==> src/rtl/secded_pkg.sv <==
// ============================================================================
// Module : secded_pkg
// Brief  : Shared types and constants for the Hamming(7,4)+parity SECDED controller
// Rev    : 1.0
// ============================================================================
`default_nettype none

package secded_pkg;

    localparam int c_cw_w = 8;
    localparam int c_dw   = 4;

    localparam int c_pos_d0 = 3;
    localparam int c_pos_d1 = 5;
    localparam int c_pos_d2 = 6;
    localparam int c_pos_d3 = 7;

    typedef enum logic [2:0] {
        ST_IDLE  = 3'd0,
        ST_H_RD  = 3'd1,
        ST_H_RSP = 3'd2,
        ST_S_RD  = 3'd3,
        ST_S_WB  = 3'd4
    } state_e;

    typedef enum logic [1:0] {
        ERR_NONE = 2'd0,
        ERR_ONE  = 2'd1,
        ERR_PAR  = 2'd2,
        ERR_TWO  = 2'd3
    } err_e;

endpackage

`default_nettype wire

==> src/rtl/secded84_codec.sv <==
// ============================================================================
// Module : secded84_codec
// Brief  : Combinational SECDED encoder (data -> codeword) and decoder/corrector
// Rev    : 1.0
// ============================================================================
`default_nettype none

module secded84_codec
    import secded_pkg::*;
(
    input  logic [c_dw-1:0]   i_data,
    input  logic [c_cw_w-1:0] i_cw,
    output logic [c_cw_w-1:0] o_enc_cw,
    output logic [c_dw-1:0]   o_dec_data,
    output logic [c_cw_w-1:0] o_dec_cw,
    output err_e              o_dec_err
);

    logic [6:0] w_ham;
    logic [2:0] w_syn;
    logic       w_pf;

    assign w_ham = {i_data[3], i_data[2], i_data[1],
                    i_data[1] ^ i_data[2] ^ i_data[3],
                    i_data[0],
                    i_data[0] ^ i_data[2] ^ i_data[3],
                    i_data[0] ^ i_data[1] ^ i_data[3]};
    assign o_enc_cw = {^w_ham, w_ham};

    // Syndrome is the XOR of the position numbers of every set Hamming bit.
    always_comb begin
        w_syn = '0;
        for (int k = 1; k < c_cw_w; k++) begin
            if (i_cw[k-1]) begin
                w_syn = w_syn ^ 3'(k);
            end
        end
    end

    assign w_pf = ^i_cw;

    always_comb begin
        o_dec_cw  = i_cw;
        o_dec_err = ERR_NONE;
        if (w_syn != 3'd0 && w_pf) begin
            o_dec_err                 = ERR_ONE;
            o_dec_cw[w_syn - 3'd1]    = ~i_cw[w_syn - 3'd1];
        end else if (w_syn == 3'd0 && w_pf) begin
            o_dec_err   = ERR_PAR;
            o_dec_cw[7] = ^i_cw[6:0];
        end else if (w_syn != 3'd0 && !w_pf) begin
            o_dec_err = ERR_TWO;
        end
    end

    assign o_dec_data = {o_dec_cw[c_pos_d3-1], o_dec_cw[c_pos_d2-1],
                         o_dec_cw[c_pos_d1-1], o_dec_cw[c_pos_d0-1]};

endmodule

`default_nettype wire

==> src/rtl/secded_scrub_ctrl.sv <==
// ============================================================================
// Module : secded_scrub_ctrl
// Brief  : SECDED storage controller with correct-on-read, background scrub, injection
// Rev    : 1.0
// ============================================================================
`default_nettype none

module secded_scrub_ctrl
    import secded_pkg::*;
#(
    parameter int DEPTH          = 16,
    parameter int AW             = $clog2(DEPTH),
    parameter int SCRUB_INTERVAL = 64,
    parameter int SCRUB_MAX_WAIT = 8,
    parameter int CNT_W          = 16
)(
    input  logic              i_clk,
    input  logic              i_rst_n,
    input  logic              i_req_valid,
    output logic              o_req_ready,
    input  logic              i_req_we,
    input  logic [AW-1:0]     i_req_addr,
    input  logic [3:0]        i_req_wdata,
    output logic              o_rsp_valid,
    input  logic              i_rsp_ready,
    output logic [3:0]        o_rsp_data,
    output logic              o_rsp_1bit_error,
    output logic              o_rsp_parity_error,
    output logic              o_rsp_2bit_error,
    input  logic              i_inj_valid,
    input  logic [AW-1:0]     i_inj_addr,
    input  logic [7:0]        i_inj_mask,
    output logic              o_scrub_busy,
    output logic [CNT_W-1:0]  o_cnt_corr,
    output logic [CNT_W-1:0]  o_cnt_uncorr
);

    localparam int c_tmr_w  = $clog2(SCRUB_INTERVAL);
    localparam int c_wait_w = $clog2(SCRUB_MAX_WAIT + 1);
    localparam logic [c_tmr_w-1:0]  c_tmr_last = c_tmr_w'(SCRUB_INTERVAL - 1);
    localparam logic [c_wait_w-1:0] c_wait_max = c_wait_w'(SCRUB_MAX_WAIT);

    state_e             state_q, state_d;
    logic [7:0]         mem_q [DEPTH];
    logic [7:0]         rd_q;
    logic [AW-1:0]      addr_q;
    logic [AW-1:0]      ptr_q;
    logic [7:0]         corr_q;
    err_e               err_q;
    logic [3:0]         data_q;
    logic               rsp_valid_q;
    logic               ready_q, ready_d;
    logic               busy_q;
    logic [c_tmr_w-1:0] tmr_q, tmr_d;
    logic               pend_q, pend_d;
    logic [c_wait_w-1:0] wait_q, wait_d;
    logic [CNT_W-1:0]   cnt_corr_q, cnt_uncorr_q;

    logic               w_accept, w_expire, w_scrub_done;
    logic               w_wr_en, w_inc_corr, w_inc_uncorr;
    logic [AW-1:0]      w_wr_addr;
    logic [7:0]         w_wr_cw;
    logic [7:0]         w_enc_cw, w_dec_cw;
    logic [3:0]         w_dec_data;
    err_e               w_dec_err;
    logic [3:0]         w_enc_unused_data;
    logic [7:0]         w_enc_unused_cw, w_dec_unused_cw;
    err_e               w_enc_unused_err;

    secded84_codec u_enc (
        .i_data     (i_req_wdata),
        .i_cw       (8'h00),
        .o_enc_cw   (w_enc_cw),
        .o_dec_data (w_enc_unused_data),
        .o_dec_cw   (w_enc_unused_cw),
        .o_dec_err  (w_enc_unused_err)
    );

    secded84_codec u_dec (
        .i_data     (4'h0),
        .i_cw       (rd_q),
        .o_enc_cw   (w_dec_unused_cw),
        .o_dec_data (w_dec_data),
        .o_dec_cw   (w_dec_cw),
        .o_dec_err  (w_dec_err)
    );

    assign w_accept = (state_q == ST_IDLE) && ready_q && i_req_valid;

    always_comb begin
        state_d      = state_q;
        w_wr_en      = 1'b0;
        w_wr_addr    = i_req_addr;
        w_wr_cw      = w_enc_cw;
        w_inc_corr   = 1'b0;
        w_inc_uncorr = 1'b0;
        w_scrub_done = 1'b0;
        case (state_q)
            ST_IDLE: begin
                if (w_accept) begin
                    w_wr_en = i_req_we;
                    state_d = i_req_we ? ST_IDLE : ST_H_RD;
                end else if (pend_q) begin
                    state_d = ST_S_RD;
                end
            end
            ST_H_RD: state_d = ST_H_RSP;
            ST_H_RSP: begin
                // Entry cycle (response not yet valid) performs the write-back.
                if (!rsp_valid_q) begin
                    w_wr_en      = (err_q == ERR_ONE) || (err_q == ERR_PAR);
                    w_wr_addr    = addr_q;
                    w_wr_cw      = corr_q;
                    w_inc_corr   = w_wr_en;
                    w_inc_uncorr = (err_q == ERR_TWO);
                end else if (i_rsp_ready) begin
                    state_d = ST_IDLE;
                end
            end
            ST_S_RD: state_d = ST_S_WB;
            ST_S_WB: begin
                w_wr_en      = (w_dec_err == ERR_ONE) || (w_dec_err == ERR_PAR);
                w_wr_addr    = ptr_q;
                w_wr_cw      = w_dec_cw;
                w_inc_corr   = w_wr_en;
                w_inc_uncorr = (w_dec_err == ERR_TWO);
                w_scrub_done = 1'b1;
                state_d      = ST_IDLE;
            end
            default: state_d = ST_IDLE;
        endcase
    end

    always_comb begin
        w_expire = (tmr_q == c_tmr_last);
        tmr_d    = w_expire ? '0 : tmr_q + 1'b1;
        pend_d   = w_scrub_done ? 1'b0 : (pend_q | w_expire);
        if (w_scrub_done) begin
            wait_d = '0;
        end else if (pend_q && (state_q inside {ST_IDLE, ST_H_RD, ST_H_RSP}) && wait_q < c_wait_max) begin
            wait_d = wait_q + 1'b1;
        end else begin
            wait_d = wait_q;
        end
        ready_d = (state_d == ST_IDLE) && (wait_d < c_wait_max);
    end

    always_ff @(posedge i_clk or negedge i_rst_n) begin
        if (!i_rst_n) begin
            state_q      <= ST_IDLE;
            for (int i = 0; i < DEPTH; i++) begin
                mem_q[i] <= 8'h00;
            end
            rd_q         <= 8'h00;
            addr_q       <= '0;
            ptr_q        <= '0;
            corr_q       <= 8'h00;
            err_q        <= ERR_NONE;
            data_q       <= 4'h0;
            rsp_valid_q  <= 1'b0;
            ready_q      <= 1'b0;
            busy_q       <= 1'b0;
            tmr_q        <= '0;
            pend_q       <= 1'b0;
            wait_q       <= '0;
            cnt_corr_q   <= '0;
            cnt_uncorr_q <= '0;
        end else begin
            state_q <= state_d;
            ready_q <= ready_d;
            busy_q  <= (state_d == ST_S_RD) || (state_d == ST_S_WB);
            tmr_q   <= tmr_d;
            pend_q  <= pend_d;
            wait_q  <= wait_d;

            // Injection XORs on top of whatever is being stored this edge.
            for (int i = 0; i < DEPTH; i++) begin
                mem_q[i] <= ((w_wr_en && w_wr_addr == AW'(i)) ? w_wr_cw : mem_q[i]) ^
                            ((i_inj_valid && i_inj_addr == AW'(i)) ? i_inj_mask : 8'h00);
            end

            if (w_accept && !i_req_we) begin
                rd_q   <= mem_q[i_req_addr];
                addr_q <= i_req_addr;
            end else if (state_q == ST_S_RD) begin
                rd_q <= mem_q[ptr_q];
            end

            if (state_q == ST_H_RD) begin
                data_q <= w_dec_data;
                err_q  <= w_dec_err;
                corr_q <= w_dec_cw;
            end

            if (state_q == ST_H_RSP) begin
                if (!rsp_valid_q) begin
                    rsp_valid_q <= 1'b1;
                end else if (i_rsp_ready) begin
                    rsp_valid_q <= 1'b0;
                end
            end

            if (w_scrub_done) begin
                ptr_q <= ptr_q + 1'b1;
            end
            if (w_inc_corr && cnt_corr_q != '1) begin
                cnt_corr_q <= cnt_corr_q + 1'b1;
            end
            if (w_inc_uncorr && cnt_uncorr_q != '1) begin
                cnt_uncorr_q <= cnt_uncorr_q + 1'b1;
            end
        end
    end

    assign o_req_ready        = ready_q;
    assign o_rsp_valid        = rsp_valid_q;
    assign o_rsp_data         = data_q;
    assign o_rsp_1bit_error   = (err_q == ERR_ONE);
    assign o_rsp_parity_error = (err_q == ERR_PAR);
    assign o_rsp_2bit_error   = (err_q == ERR_TWO);
    assign o_scrub_busy       = busy_q;
    assign o_cnt_corr         = cnt_corr_q;
    assign o_cnt_uncorr       = cnt_uncorr_q;

endmodule

`default_nettype wire

==> config.mk <==
export PLATFORM = sky130hd
export DESIGN_NAME = secded_scrub_ctrl
export DESIGN_NICKNAME = d
export VERILOG_FILES = /design/src/rtl/secded_pkg.sv /design/src/rtl/secded84_codec.sv /design/src/rtl/secded_scrub_ctrl.sv
export SDC_FILE = /design/constraint.sdc
export NUM_CORES = 1
export LEC_CHECK = 0
export CAP_MARGIN = 30
export CELL_PAD_IN_SITES_DETAIL_PLACEMENT = 0
export CELL_PAD_IN_SITES_GLOBAL_PLACEMENT = 1
export CORE_MARGIN = 8
export CORE_UTILIZATION = 45
export CTS_BUF_LIST = sky130_fd_sc_hd__clkbuf_4 sky130_fd_sc_hd__clkbuf_8
export DETAILED_ROUTE_END_ITERATION = 10
export PLACE_DENSITY_LB_ADDON = 0.08
export SLEW_MARGIN = 20
export SYNTH_ARGS = -nofsm -noshare
export SYNTH_HDL_FRONTEND = slang
export SYNTH_SLANG_ARGS = --single-unit
==> constraint.sdc <==
create_clock -name i_clk -period 3.68 [get_ports i_clk]
set_input_delay 0.368 -clock i_clk [delete_from_list [all_inputs] [get_ports i_clk]]
set_output_delay 0.368 -clock i_clk [all_outputs]
set_load 0.02 [all_outputs]
=== After elaboration in Yosys (flattened, before gate mapping) ===
Cells that the tools add are included.

* Register bits after elaboration: 207
* Input port bits: 26
* Logic and storage cells: 261

* $add $sub $neg: 6
* $lt $le $gt $ge: 6
* Equal/unequal tests: 45
* Multiplexer cells: 81
* Bitwise gates (word level): 32
* Reduce and logical (&&, ||, !) cells: 60

{| class="wikitable"
|+ Operator list
! kind !! count
|-
| 2-to-1 mux 8 bit || 39
|-
| bitwise XOR 8 bit || 16
|-
| binary-select mux 8 bit (select 4 bit) || 2
|-
| == test 4 bit (second input constant) || 16
|-
| logical AND 1 bit || 44
|-
| adder 16 x 1 -> 16 bit (second input constant) || 2
|-
| == test 4 x 3 -> 1 bit (second input constant) || 8
|-
| != test 16 bit (second input constant) || 2
|-
| 2-to-1 mux 3 bit || 8
|-
| == test 4 x 2 -> 1 bit (second input constant) || 4
|-
| case mux 8 bit (2 select lines) || 1
|-
| XOR reduction 7 bit || 2
|-
| 2-to-1 mux 1 bit || 13
|-
| 2-to-1 mux 4 bit || 3
|-
| case mux 3 bit (4 select lines) || 1
|-
| >= comparator 5 bit (second input constant) || 2
|-
| 2-to-1 mux 2 bit || 5
|-
| NOT 4 -> 5 bit || 2
|-
| == test 3 x 2 -> 1 bit (second input constant) || 3
|-
| logical NOT 3 bit || 3
|-
| adder 4 x 1 -> 4 bit (second input constant) || 2
|-
| bitwise mux 8 bit || 1
|-
| == test 2 bit (second input constant) || 4
|-
| == test 4 x 1 -> 1 bit (second input constant) || 2
|-
| other kinds (28) || 45
|}

=== Logic depth before layout (Yosys ltp) ===
* Depth after elaboration: 22
* Depth in mapped cells: 17
* Gate-level depth less buffers: 14

=== Modules after synthesis ===
From an unflattened synthesis, not the netlist that was laid out.

* Cell total of the unflattened synthesis: 1257
* Area, all modules: 13895.8 µm²

{| class="wikitable"
|+ Modules (own cells, without submodules)
! module !! instances !! cells an instance !! area an instance (µm²) !! seq. area each (µm²)
|-
| secded_scrub_ctrl || 1 || 1064 || 12410.7 || 5180.0
|-
| secded84_codec (u_dec) || 1 || 104 || 800.8 || 0.0
|-
| secded84_codec (u_enc) || 1 || 89 || 684.4 || 0.0
|}

=== Worst setup path after synthesis ===
Ideal clock, no wire load.

* Path type: reg2reg
* Start point: register rd_q[1]
* End point: register mem_q[125] (netlist name)
* Arrival: 3391 ps
* Required time: 3600 ps
* Setup slack: 209 ps
* Stages on the path, launching flop included: 17
* Path buffers: 2
* Cells stage by stage: dfrtp_1 buf_2 xnor2_1 nor2_1 a21oi_1 inv_1 ha_1 inv_1 ha_1 xnor2_1 a2bb2oi_2 a2111oi_2 nor4b_4 buf_6 nor2_1 a31oi_2 xnor2_1

* Longest elaborated chain between the ends: 20
* Elaborated cells on any way between the ends: 38

{| class="wikitable"
|+ Ends and longest elaborated chain
! item !! RTL line !! RTL
|-
| from (decl) || secded_scrub_ctrl.sv:45 || <nowiki>logic [7:0] rd_q;</nowiki>
|-
| from (signal assigned) || secded_scrub_ctrl.sv:183 || <nowiki>rd_q <= mem_q[i_req_addr];</nowiki>
|-
| from (signal assigned) || secded_scrub_ctrl.sv:186 || <nowiki>rd_q <= mem_q[ptr_q];</nowiki>
|-
| 2-to-1 mux 2 bit || secded84_codec.sv:34 || <nowiki>if (i_cw[k-1]) begin</nowiki>
|-
| NOT 2 bit (no line) || -- ||
|-
| 2-to-1 mux 2 bit || secded84_codec.sv:34 ||
|-
| 2-to-1 mux 3 bit (2 in a row) || secded84_codec.sv:34 ||
|-
| NOT 2 bit (no line) || -- ||
|-
| 2-to-1 mux 3 bit || secded84_codec.sv:34 ||
|-
| NOT 3 bit (no line) || -- ||
|-
| 2-to-1 mux 3 bit || secded84_codec.sv:34 ||
|-
| [... 4 more ...] || -- ||
|-
| 2-to-1 mux 2 bit (*) || secded84_codec.sv:45 || <nowiki>if (w_syn != 3'd0 && w_pf) begin</nowiki>
|-
| named net u_dec.o_dec_err[0] || secded84_codec.sv:16 || <nowiki>output err_e o_dec_err</nowiki>
|-
| == test 2 x 1 -> 1 bit or == test 2 bit (tied branches) || secded_scrub_ctrl.sv:122 || <nowiki>w_wr_en = (w_dec_err == ERR_ONE) || (w_dec_err == ERR_PAR);</nowiki>
|-
| logical OR 1 bit (*) || secded_scrub_ctrl.sv:122 ||
|-
| case mux 1 bit (3 select lines) (*) || secded_scrub_ctrl.sv:98 || <nowiki>case (state_q)</nowiki>
|-
| logical AND 1 bit (*) || secded_scrub_ctrl.sv:178 || <nowiki>mem_q[i] <= ((w_wr_en && w_wr_addr == AW'(i)) ? w_wr_cw : mem_q[i]) ^</nowiki>
|-
| 2-to-1 mux 8 bit (*) || secded_scrub_ctrl.sv:178 ||
|-
| bitwise XOR 8 bit (*) || secded_scrub_ctrl.sv:178 ||
|-
| to (signal, indexed assignment) || secded_scrub_ctrl.sv:178 ||
|-
| to (decl) || secded_scrub_ctrl.sv:44 || <nowiki>logic [7:0] mem_q [DEPTH];</nowiki>
|}

The timed path passes the listed nets; every way through them passes the cells marked *. The select of a mux whose other input is x is not followed.
A chain may end at the register's enable or synchronous reset.

=== Worst setup path in the final report ===
* Start point: register rd_q[5]
* End point: register mem_q[28] (netlist name)

* Longest elaborated chain between the ends: 14
* Elaborated cells on any way between the ends: 32

{| class="wikitable"
|+ Ends and longest elaborated chain
! item !! RTL line !! RTL
|-
| 2-to-1 mux 3 bit || secded84_codec.sv:34 ||
|-
| NOT 3 bit (no line) || -- ||
|-
| 2-to-1 mux 3 bit || secded84_codec.sv:34 ||
|-
| nonzero test 3 bit || secded84_codec.sv:45, secded84_codec.sv:51 ||
|-
| logical AND 1 bit || secded84_codec.sv:51 || <nowiki>end else if (w_syn != 3'd0 && !w_pf) begin</nowiki>
|-
| 2-to-1 mux 2 bit || secded84_codec.sv:51 ||
|-
| 2-to-1 mux 2 bit || secded84_codec.sv:48 || <nowiki>end else if (w_syn == 3'd0 && w_pf) begin</nowiki>
|-
| 2-to-1 mux 2 bit (*) || secded84_codec.sv:45 ||
|-
| named net u_dec.o_dec_err[0] || secded84_codec.sv:16 ||
|-
| == test 2 x 1 -> 1 bit or == test 2 bit (tied branches) || secded_scrub_ctrl.sv:122 ||
|-
| logical OR 1 bit (*) || secded_scrub_ctrl.sv:122 ||
|-
| case mux 1 bit (3 select lines) (*) || secded_scrub_ctrl.sv:98 ||
|-
| logical AND 1 bit (*) || secded_scrub_ctrl.sv:178 ||
|-
| 2-to-1 mux 8 bit (*) || secded_scrub_ctrl.sv:178 ||
|-
| bitwise XOR 8 bit (*) || secded_scrub_ctrl.sv:178 ||
|}

Marked as above.

==> results.md <==
## Global routing
• **aggregate global routing overflow** 0
• **antenna violations before repair** 0
• **All-Layer GR Usage** 23.9%
• **maximum number of pins on one net before global-route repair** 76
• **vias in the first global route** 10800
• **wire length of the first global-routing pass** 65.9 mm

## Placed design
• **input/output buffers** 67
• **HPWL Detailed** 28.4 mm
• **routability cong.** 0.849
• **Post-Place Setup Slack** 0.107 ns

## Power and ir drop
• **Leak Pwr** 6.05 nW
• **Gate power share** 50.9%
• **part of the power in the clock network** 18.4%
• **switch share** 39.8%
• **cell internal pwr** 7.71 mW
• **Peak supply drop** 0.367 mV
• **Sw Pwr** 5.09 mW
• **Reg power frac** 30.7%
• **power per unit of standard cell area** 820 nW/µm²

## Logic synthesis
• **largest area contributor in the netlist** sky130_fd_sc_hd__dfrtp_1
• **number of warning messages in the yosys log** 0
• **top-area cell type share of the netlist area** 38.3%
• **post-synth net total** 1387
• **dominant register cell in the synthesized netlist** sky130_fd_sc_hd__dfrtp_1
• **top cells by area in the synthesized netlist** sky130_fd_sc_hd__dfrtp_1 (38%), sky130_fd_sc_hd__mux4_2 (12%), sky130_fd_sc_hd__xnor2_1 (11%), sky130_fd_sc_hd__a31oi_1 (6.1%), sky130_fd_sc_hd__nor2_1 (5.3%)
• **Post-synth EDFFs** 0
• **netlist area before placement** 13300 µm²
• **number of distinct library cells after synthesis** 72
• **part of the Yosys area used for sequential elements** 38.3%
• **Synth Area per Inst** 9.83 µm²
• **Synth async-reset ratio** 100%
• **synthesis-stage register bit count** 203
• **number of cells produced by synthesis** 1349

## Job
• **Max-cap violations** 0

## Setup path
• **worst-path fanout max** 10
• **classification of the worst setup path** reg -> reg
• **data required time at the worst endpoint** 4.14 ns
• **delay of the slowest cell on the worst path** 0.48 ns
• **WP buf/inv** 4
• **crit path DAT** 3.90 ns
• **dominant delay contributor by cell family on the critical path** compound AO/OA/AOI/OAI gates
• **startpoint class of the critical path** flop
• **critical path, cell by cell** xor2_2, nor3_2, a21oi_2, inv_1, ha_1, inv_1, ha_1, xnor2_1, a2bb2oi_2, a222oi_1, buf_4, and3b_1, buf_4, nor2_1, a31oi_1, xnor2_1
• **worst-path cell with the longest stage delay** sky130_fd_sc_hd__dfrtp_2
• **kind of capture point of the worst setup path** flop

## Route
• **mean number of vias per cell** 5.88
• **average detailed-routed wire length per instance** 22.7 µm
• **initial DRC count** 851
• **remaining number of nets flagged by the antenna check after routing** 0
• **Routed Wire Length** 42.3 mm
• **DRC errors left** 0
• **DR vias** 10900
• **count of TritonRoute iterations in the first routing pass** 6

## Timing
• **worst clock skew** 0.0140 ns
• **slew at the pin closest to its max-slew limit** 0.924 ns
• **Period minus WS final** 3.44 ns
• **highest attainable clock frequency** 291 MHz
• **hold slack** 0.345 ns
• **final count of hold timing violations** 0
• **number of pins with negative max-slew slack in the final report** 0
• **final setup violation count** 0
• **worst setup margin** 0.244 ns
• **portion of the clock cycle consumed by the worst path in the final layout** 93.4%
• **worst slew margin relative to its limit** 37.9%

## Clock tree
• **maximum root-to-sink buffer count** 3
• **total number of clock tree sinks** 203
• **later-pin clock latency in the skew report** 0.55 ns
• **clock slew at reported path FFs** 0.06 ns
• **TritonCTS clock tree** built
• **number of H-tree levels** 2
• **cts bufs inserted** 40
• **root buf cell** sky130_fd_sc_hd__clkbuf_8

## Finish
• **# fillers** 2678
• **share of cells above drive strength 1** 19.5%
• **number of antenna cells inserted** 0
• **Multi-input gate area** 7710 µm²
• **Layout area overhead** 17.9%
• **area taken by flip-flops and latches** 5090 µm²
• **NumNets Final** 1486

## Floorplanning
• **y dimension of the die** 188 µm
• **die area** 35200 µm²
• **area of the placeable core** 29300 µm²
• **Starting Density** 45.2%
• **width of the chip** 188 µm
• **number of rows in the core area** 63
• **I/O pin total** 68

## Worst hold path
• **worst min-delay path class** in -> reg

## Run status
• **result of the run** complete, no violations

==> path summary, 6_finish.rpt <==
path	from	end	slack, ns	depth (start not counted)
worst max-delay path	rd_q[5]$_DFFE_PN0P_	mem_q[28]$_DFF_PN0_	0.24	16
worst min-delay path	i_req_addr[0]	addr_q[0]$_DFFE_PN0P_	0.35	2
worst max register to register	rd_q[5]$_DFFE_PN0P_	mem_q[28]$_DFF_PN0_	0.24	16
worst min register to register	tmr_q[4]$_DFF_PN0_	tmr_q[4]$_DFF_PN0_	0.47	1
max in group asynchronous	i_rst_n	mem_q[60]$_DFF_PN0_	2.44	3
min in group asynchronous	i_rst_n	o_cnt_corr[10]$_DFFE_PN0P_	0.40	2
==> synthesized netlist by cell type (24+ instances only) <==
| cell type | number |
|---|---|
| sky130_fd_sc_hd__clkbuf_1 | 46 |
| sky130_fd_sc_hd__nand2_1 | 163 |
| sky130_fd_sc_hd__nor3_1 | 24 |
| sky130_fd_sc_hd__a21oi_1 | 24 |
| sky130_fd_sc_hd__xnor2_1 | 160 |
| sky130_fd_sc_hd__a31oi_1 | 130 |
| sky130_fd_sc_hd__nor2_1 | 186 |
| sky130_fd_sc_hd__buf_2 | 34 |
| sky130_fd_sc_hd__dfrtp_1 | 203 |
| sky130_fd_sc_hd__mux4_2 | 72 |
| sky130_fd_sc_hd__nand3_1 | 28 |
==> metal layers <==
layer | up-vias | track usage (%) | wire length [µm]
li1 | 5040 | - | -
met1 | 5486 | 34.2 | 19400
met2 | 370 | 37.2 | 19200
met3 | 45 | 4.29 | 2930
met4 | 0 | 5.85 | 721
met5 | - | 0 | 0
==> registers in the layout, summed over array words and instances (netlist names), 6 cells and up <==
signal,count
corr_q,8
mem_q,128
o_cnt_corr,16
o_cnt_uncorr,16
rd_q,8
tmr_q,6
==> through the flow <==
stage | utilization, % | setup TNS (ns) | power [mW] | instances | instance area (µm²)
2_1_floorplan | - | 0 | 8.59 | 1349 | 13300
3_3_place_gp | 50.2 | 0 | 10.2 | 1791 | 14700
3_5_place_dp | 50.2 | 0 | 10.3 | 1792 | 14700
4_1_cts | 53.0 | 0 | 12.8 | 1858 | 15600
5_1_grt | 53.3 | -0.233 | 13.7 | 1861 | 15600
6_report | 53.3 | 0 | 12.8 | 1861 | 15600
==> what timing repair did <==
action	4_1_cts	5_1_grt
setup endpoints to repair	0	121
gates resized for setup	0	16
hold buffers	1	0
setup buffers	0	2
hold endpoints to repair	73	0
==> layout by cell type (no fill, tap or decap), drive strengths merged, types with 8 or more instances in the layout <==
cell | netlist | final
dfrtp | 203 | 203
nor2 | 186 | 186
nand2 | 163 | 163
xnor2 | 160 | 160
a31oi | 132 | 132
buf | 63 | 102
mux4 | 72 | 72
clkdlybuf4s50 | 0 | 64
clkbuf | 48 | 64
nand3 | 28 | 28
nor3 | 28 | 28
a21oi | 24 | 24
xor2 | 24 | 24
mux2i | 23 | 23
nand4 | 15 | 15
ha | 12 | 12
inv | 11 | 11
o21ai | 11 | 11
and2 | 11 | 11
nor3b | 11 | 11
o22ai | 9 | 9
a221o | 8 | 8
==> power by group through the flow <==
stage          registers (mW)  clock network, mW  logic, mW
2_1_floorplan            3.64                  0       4.95
3_3_place_gp             3.89                  0       6.33
3_5_place_dp             3.94                  0       6.41
4_1_cts                  3.90               2.42       6.44
5_1_grt                  4.07               2.52       7.11
6_report                 3.93               2.36       6.52
==> cells by family (layout without fill, tap and decap cells) <==
| family | after synthesis | in the layout | share of synthesized area (%) |
|---|---|---|---|
| mux | 100 | 100 | 14.4 |
| compound gates | 238 | 238 | 12.3 |
| fa+ha+maj | 12 | 12 | 1.13 |
| flops | 203 | 203 | 38.3 |
| simple gates | 487 | 487 | 17.0 |
| xor+xnor | 187 | 187 | 12.7 |
| buf+inv | 122 | 244 | 4.16 |
==> cell type report <==
cell class              instances  share of cell area [%]
clock buffers                  63                    5.07
inverters                      11                   0.264
repair buffers                168                    9.55
well taps                     390                    3.12
clock inverters                 2                  0.0961
multi-input cells            1024                    49.4
flip-flops and latches        203                    32.6
(Power assumes the default switching activity.)
